===== config.mk =====
export PLATFORM = sky130hd
export DESIGN_NAME = mc_control_fsm
export DESIGN_NICKNAME = d
export VERILOG_FILES = /design/src/rtl/mc_control_fsm.sv
export SDC_FILE = /design/constraint.sdc
export NUM_CORES = 1
export LEC_CHECK = 0
export CORE_MARGIN = 4
export CORE_UTILIZATION = 34
export DETAILED_ROUTE_END_ITERATION = 16
export PLACE_DENSITY = 0.8
export SLEW_MARGIN = 20
export SYNTH_ARGS = -nofsm -noshare
export SYNTH_HDL_FRONTEND = slang
export SYNTH_SLANG_ARGS = --single-unit

===== constraint.sdc =====
create_clock -name clk -period 1.5 [get_ports clk]
set_input_delay 0.3 -clock clk [delete_from_list [all_inputs] [get_ports clk]]
set_output_delay 0.3 -clock clk [all_outputs]
set_load 0.005 [all_outputs]

===== src/rtl/mc_control_fsm.sv =====
// Main control FSM of the multicycle RV32I core: sequences fetch/decode/execute and drives every datapath enable.
// Optional build macro ILLEGAL_TRAP_EN: unknown opcodes park the FSM in TRAP and raise illegal_instr.
module mc_control_fsm #(
    parameter int ALUCTRL_W = 3
) (
    input  logic                 clk,
    input  logic                 rst_n,
    input  logic [6:0]           op,
    input  logic [2:0]           funct3,
    input  logic                 funct7b5,
    input  logic                 Zero,
    input  logic                 mem_ready,
    output logic                 PCWrite,
    output logic                 AdrSrc,
    output logic                 MemWrite,
    output logic                 IRWrite,
    output logic [1:0]           ResultSrc,
    output logic [1:0]           ALUSrcA,
    output logic [1:0]           ALUSrcB,
    output logic [1:0]           ImmSrc,
    output logic                 RegWrite,
    output logic [ALUCTRL_W-1:0] ALUControl,
    output logic                 mem_req,
`ifdef ILLEGAL_TRAP_EN
    output logic                 illegal_instr,
`endif
    output logic [3:0]           dbg_state
);

    typedef enum logic [3:0] {
        S_FETCH    = 4'd0,
        S_DECODE   = 4'd1,
        S_MEMADR   = 4'd2,
        S_MEMREAD  = 4'd3,
        S_MEMWB    = 4'd4,
        S_MEMWRITE = 4'd5,
        S_EXECR    = 4'd6,
        S_EXECI    = 4'd7,
        S_ALUWB    = 4'd8,
        S_JAL      = 4'd9,
        S_BEQ      = 4'd10,
        S_TRAP     = 4'd11
    } state_t;

    localparam logic [6:0] OP_LOAD  = 7'b0000011;
    localparam logic [6:0] OP_STORE = 7'b0100011;
    localparam logic [6:0] OP_RTYPE = 7'b0110011;
    localparam logic [6:0] OP_ITYPE = 7'b0010011;
    localparam logic [6:0] OP_JAL   = 7'b1101111;
    localparam logic [6:0] OP_BEQ   = 7'b1100011;

    localparam logic [ALUCTRL_W-1:0] ALU_ADD = ALUCTRL_W'(3'b000);
    localparam logic [ALUCTRL_W-1:0] ALU_SUB = ALUCTRL_W'(3'b001);
    localparam logic [ALUCTRL_W-1:0] ALU_AND = ALUCTRL_W'(3'b010);
    localparam logic [ALUCTRL_W-1:0] ALU_OR  = ALUCTRL_W'(3'b011);
    localparam logic [ALUCTRL_W-1:0] ALU_SLT = ALUCTRL_W'(3'b101);

    state_t state;
    state_t state_next;
    logic [ALUCTRL_W-1:0] alu_dec;

    assign dbg_state = state;

    always_ff @(posedge clk or negedge rst_n) begin
        if (!rst_n) begin
            state <= S_FETCH;
        end else begin
            state <= state_next;
        end
    end

    // ALU operation for R/I-type execute; sub only for R-type with funct7b5 set.
    always_comb begin
        alu_dec = ALU_ADD;
        case (funct3)
            3'b000:  alu_dec = (op[5] && funct7b5) ? ALU_SUB : ALU_ADD;
            3'b010:  alu_dec = ALU_SLT;
            3'b110:  alu_dec = ALU_OR;
            3'b111:  alu_dec = ALU_AND;
            default: alu_dec = ALU_ADD;
        endcase
    end

    // Memory handshake: mem_req is held for the whole access; an access completes
    // on a cycle where mem_req and mem_ready are both high, otherwise the FSM stalls.
    always_comb begin
        state_next = state;
        PCWrite    = 1'b0;
        AdrSrc     = 1'b0;
        MemWrite   = 1'b0;
        IRWrite    = 1'b0;
        ResultSrc  = 2'b00;
        ALUSrcA    = 2'b00;
        ALUSrcB    = 2'b00;
        ImmSrc     = 2'b00;
        RegWrite   = 1'b0;
        ALUControl = ALU_ADD;
        mem_req    = 1'b0;
`ifdef ILLEGAL_TRAP_EN
        illegal_instr = 1'b0;
`endif
        case (state)
            S_FETCH: begin
                mem_req    = 1'b1;
                ALUSrcB    = 2'b10;
                ResultSrc  = 2'b10;
                ALUControl = ALU_ADD;
                IRWrite    = mem_ready;
                PCWrite    = mem_ready;
                if (mem_ready) begin
                    state_next = S_DECODE;
                end
            end
            S_DECODE: begin
                ALUSrcA    = 2'b01;
                ALUSrcB    = 2'b01;
                ImmSrc     = 2'b10;
                ALUControl = ALU_ADD;
                case (op)
                    OP_LOAD, OP_STORE: state_next = S_MEMADR;
                    OP_RTYPE:          state_next = S_EXECR;
                    OP_ITYPE:          state_next = S_EXECI;
                    OP_JAL:            state_next = S_JAL;
                    OP_BEQ:            state_next = S_BEQ;
`ifdef ILLEGAL_TRAP_EN
                    default:           state_next = S_TRAP;
`else
                    default:           state_next = S_FETCH;
`endif
                endcase
            end
            S_MEMADR: begin
                ALUSrcA    = 2'b10;
                ALUSrcB    = 2'b01;
                ALUControl = ALU_ADD;
                if (op == OP_STORE) begin
                    ImmSrc     = 2'b01;
                    state_next = S_MEMWRITE;
                end else begin
                    ImmSrc     = 2'b00;
                    state_next = S_MEMREAD;
                end
            end
            S_MEMREAD: begin
                mem_req = 1'b1;
                AdrSrc  = 1'b1;
                if (mem_ready) begin
                    state_next = S_MEMWB;
                end
            end
            S_MEMWB: begin
                ResultSrc  = 2'b01;
                RegWrite   = 1'b1;
                state_next = S_FETCH;
            end
            S_MEMWRITE: begin
                mem_req  = 1'b1;
                AdrSrc   = 1'b1;
                MemWrite = 1'b1;
                if (mem_ready) begin
                    state_next = S_FETCH;
                end
            end
            S_EXECR: begin
                ALUSrcA    = 2'b10;
                ALUSrcB    = 2'b00;
                ALUControl = alu_dec;
                state_next = S_ALUWB;
            end
            S_EXECI: begin
                ALUSrcA    = 2'b10;
                ALUSrcB    = 2'b01;
                ImmSrc     = 2'b00;
                ALUControl = alu_dec;
                state_next = S_ALUWB;
            end
            S_ALUWB: begin
                ResultSrc  = 2'b00;
                RegWrite   = 1'b1;
                state_next = S_FETCH;
            end
            S_JAL: begin
                // PC takes the jump target from ALUOut while the ALU forms OldPC+4 for rd.
                ALUSrcA    = 2'b01;
                ALUSrcB    = 2'b10;
                ALUControl = ALU_ADD;
                ResultSrc  = 2'b00;
                PCWrite    = 1'b1;
                state_next = S_ALUWB;
            end
            S_BEQ: begin
                ALUSrcA    = 2'b10;
                ALUSrcB    = 2'b00;
                ALUControl = ALU_SUB;
                ResultSrc  = 2'b00;
                PCWrite    = Zero;
                state_next = S_FETCH;
            end
`ifdef ILLEGAL_TRAP_EN
            S_TRAP: begin
                illegal_instr = 1'b1;
                state_next    = S_TRAP;
            end
`endif
            default: begin
                state_next = S_FETCH;
            end
        endcase
    end

endmodule


==> key figures, run 1 <==
Clock tree
  – Root buf cell: clkbuf_4
  – Post-CTS Setup Repair Bufs: 36
  – Hold buffers post-CTS: 0
  – Clock Path Buffers: 2
  – Clock sink count: 4
  – Clock buffer count from CTS: 3
  – Post_cts resized: 160
  – H-tree depth: 1

Synth
  – Synth unique cells: 31
  – Seq cells post-synth: 4
  – Seq/Total Area, Yosys: 18.6%
  – Syn Area/Cell: about 6.9 um^2
  – Synth Instances: just under 80
  – Yosys warns: 0
  – Syn Std Cell Area: 538 um^2
  – Syn nets: 93

Floorplan
  – Initial core utilization: 35.7%
  – Ports: 36
  – Row count: 14
  – Die width: 47.8 um
  – Die outline height: roughly 48 um

Place
  – Dpl hpwl: between 1.5 and 2 mm
  – PortBufs: 35
  – RePlAce Congestion: between 0.7 and 0.8

Status
  – Run Error: [ERROR DPL-0038] Utilization greater than 100%, impossible to legalize
  – Status: did not finish
  – Fail Step: 4_1_cts
[kinds of logic after synthesis]
logic type / after synthesis / synth area share, %
compound gates: 18 / 20.9
buf+inv: 6 / 6.05
xor+xnor: 3 / 4.88
simple gates: 46 / 47.4
mux: 1 / 2.09
flops: 4 / 18.6
[synth_stat cells, drive strengths merged]
cell type  number  area (um^2)
a211o           1         8.76
a21oi           8         40.0
a31oi           2         12.5
and2            3         18.8
and3            2         12.5
and3b           1         8.76
buf             4         25.0
dfrtp           4          100
inv             2         7.51
mux2            1         11.3
nand2           7         26.3
nand2b          7         46.3
nand3           2         10.0
nand3b          1         7.51
nand4b          1         8.76
nor2            9         33.8
nor3            5         30.0
nor3b           1         7.51
nor4            5         31.3
o21ai           3         15.0
o21bai          1         7.51
o22ai           2         18.8
o32a            1         10.0
or2             1         6.26
or2b            1         7.51
xnor2           2         17.5
xor2            1         8.76
[per-stage QoR]
stage / utilization (%) / hold WS, ns / setup slack [ns] / instances / cell area [um^2]
after floorplan: - / 0.00441 / 0.0745 / 78 / 538
after detailed placement: 74.1 / 0.519 / -0.793 / 156 / 1120
after global placement: 74.1 / 0.508 / -0.754 / 156 / 1120
==> inputs of run 2 (changes only) <==
--- a/config.mk
+++ b/config.mk
@@ -5,10 +5,10 @@
 export SDC_FILE = /design/constraint.sdc
 export NUM_CORES = 1
 export LEC_CHECK = 0
-export CORE_MARGIN = 4
-export CORE_UTILIZATION = 34
+export CORE_AREA = 4 4 65 67
 export DETAILED_ROUTE_END_ITERATION = 16
-export PLACE_DENSITY = 0.8
+export DIE_AREA = 0 0 69 71
+export PLACE_DENSITY_LB_ADDON = 0.15
 export SLEW_MARGIN = 20
 export SYNTH_ARGS = -nofsm -noshare
 export SYNTH_HDL_FRONTEND = slang
==> run 2 against run 1 <==
- area after synthesis did not move
- synthesized cell count did not move
- the flow now finishes, with violations (negative setup slack)
==> key figures, run 2 <==
Status
  – Status: finished, violations left
  – Failing checks: negative setup slack

Routing
  – WL/cell: around 14 um
  – Vias: about 900
  – Pre-Repair DR Iteration Count: 3
  – Drt drc: 0
  – Detail Route Antenna Nets: 0
  – Final wirelength: 2.87 mm
  – Vias per cell: 4.33
  – DR iter-0 viols: 5

Global routing
  – Initial antenna violation count: 0
  – Remaining global-route overflow: 0
  – Vias in the first global route: 1011
  – Largest net degree at the start of global routing: 9
  – First-pass GRT wire length: about 4.5 mm
  – GR Util All Layers: between 10% and 20%

Critical path
  – Crit path buf inv count: 2
  – CP delay by family, top: flip-flops
  – Setup crit start kind: flop
  – Critical Path Sink Type: primary output
  – Worst-path maximum fanout: 5
  – CP cell instances: buf_6 -> or2b_1 -> a21oi_2 -> buf_2
  – CP Data Arrival Time: 1.34 ns
  – Crit path largest cell delay: between 0.4 and 0.5 ns
  – Critical path required time: ~1.2 ns
  – Crit path kind: flop to primary output
  – Crit path max-delay cell type: dfrtp_2

Synth
  – Seq cells post-synth: 4 (unchanged)
  – Yosys top cell area share: 18.6% (unchanged)
  – Post-synth EDFFs: 0 (unchanged)
  – Synth cell count leaders: nor2_1, a21oi_1, nand2_1, nand2b_1, nor4_1
  – Ys async rst share: 100% (unchanged)
  – Ranking of synthesized cells by area: dfrtp_1, a21oi_1, nand2b_1
  – Syn Area/Cell: 6.90 um^2 (unchanged)
  – Yosys warns: 0 (unchanged)
  – Syn nets: 93 (unchanged)
  – Count leader, synth: nor2_1
  – Main flop type after synthesis: dfrtp_1
  – Seq/Total Area, Yosys: 18.6% (unchanged)
  – Syn Std Cell Area: 538 um^2 (unchanged)
  – Synth unique cells: 31 (unchanged)
  – Synth Instances: 78 (unchanged)
  – Synth area leader: dfrtp_1

Clock tree
  – Clock sink count: 4 (unchanged)
  – Clock Path Buffers: 2 (unchanged)
  – Root buf cell: clkbuf_8
  – CTS tree: yes
  – Hold buffers post-CTS: 0 (unchanged)
  – Worst skew pair latency: approximately 0.22 ns
  – Clk slew on worst S/H paths: 0.03 ns
  – Clock buffer count from CTS: 3 (unchanged)
  – H-tree depth: 1 (unchanged)

Final layout
  – Most common cell after layout, fill and taps aside: buf_4
  – Fill cell count: approximately 380
  – N_diodes: 0
  – Largest register FFs: 4
  – Most frequent cells in the layout: buf_4, buf_6, buf_2
  – Layout Nets: 179
  – Layout cell share with drive strength beyond 1: about 71%
  – Layout area overhead: 199%

Place
  – PortBufs: 35 (unchanged)
  – Dpl hpwl: 1.96 mm (+11%)
  – RePlAce Congestion: 0.787 (about the same)

Floorplan
  – Die ar.: 4900 um^2
  – Row count: 22 (+8)
  – Die outline height: 71 um (+49%)
  – Die width: 69 um (+44%)
  – Initial core utilization: 14.8% (-21 points)
  – Ports: 36 (unchanged)
  – Core footprint: between 3000 and 4000 um^2

STA
  – Worst hold slack: 0.286 ns
  – Fin crit period: 1.64 ns
  – F_max: just over 600 MHz
  – Final setup vio count: 16
  – Post-route setup slack: -0.137 ns
  – Max_slew headroom: 82.1%
  – RSZ-0062 raised after global routing: true
  – Slew @ Worst Pin: 0.266 ns
  – Fin. max-slew vios: 0
  – Setup TNS: -1.33 ns
  – Fin. Hold Viols: 0
  – Clk_skew: 0.00233 ns
  – Final period util: 109%

Run
  – Max-cap check violation count: 0

Pwr
  – LEAKAGE: 0.767 nW
  – PwrDens: 642 nW/um^2
  – Worst IR Drop VDD: 0.255 mV

Worst hold path
  – Worst Hold Class: primary input to async pin
## run 2: worst paths after layout
check | startpoint | to | slack, ns | cells after the start
setup / recovery | dbg_state[2] | AdrSrc | -0.14 | 4
hold / removal | rst_n | dbg_state[2] | 0.29 | 1
setup reg to reg | dbg_state[2] | dbg_state[2] | 0.02 | 5
hold reg to reg | dbg_state[3] | dbg_state[3] | 0.67 | 2
max in group asynchronous | rst_n | dbg_state[0] | 1.03 | 1
min in group clk | op[0] | dbg_state[1] | 0.45 | 3
## run 2: logic make-up after synthesis
kind of cell | after synthesis | synth area share [%]
AO/OA/AOI/OAI | 18 | 20.9
XOR/XNOR | 3 | 4.88
buffers and inverters | 6 | 6.05
flip-flops | 4 | 18.6
multiplexers | 1 | 2.09
AND/OR/NAND/NOR | 46 | 47.4
## run 2: timing repair
item                                   4_1_cts  5_1_grt
pin swaps                                   15       19
endpoints found under the hold margin        0        0
setup buffers                               27        4
setup endpoints to repair                   21       22
gates resized for setup                    133       43
## run 2: worst register-to-register path, delay by kind of cell, from the launching register on
kind,cells,cell delay (ns)
simple gates,1,0.26
buf+inv,2,0.29
mux,1,0.26
flops,1,0.45
compound gates,1,0.15
## run 2: final cells by class
class,count,area (um^2),area share (%)
inverter,2,10.0,0.623
sequential,4,105,6.54
clock buffer,3,41.3,2.57
timing repair buffer,85,736,45.8
tap,48,60.1,3.74
multi-input combinational,68,656,40.8
## run 2: power by group
group,internal (W),switching (W)
Clock,0.000171,0.0000534
Combinational,0.000393,0.000277
Sequential,0.000120,0.0000185
Total,0.000683,0.000349
## run 2: stage by stage
step / instance area [um^2] / instances / util (%) / power (W) / setup WS, ns
6_report: 1610 / 210 / 44.2 / 0.00103 / -0.137
5_1_grt: 1610 / 210 / 44.2 / 0.00111 / -0.203
4_1_cts: 1460 / 212 / 40.2 / 0.000943 / -0.150
3_5_place_dp: 1130 / 184 / 31.0 / 0.000597 / -0.791
3_3_place_gp: 1130 / 184 / 31.0 / 0.000596 / -0.786
2_1_floorplan: 538 / 78 / - / 0.000292 / 0.0745
## run 2: layer usage
metal  share of wire (%)  GRT usage (%)  vias up
li1                    -              -      451
met1                  40           11.8      421
met2                  54           21.5       29
met3                 3.9           2.13        8
met4                 2.5           4.77        0
met5                   0              0        -
(Power assumes the default switching activity.)
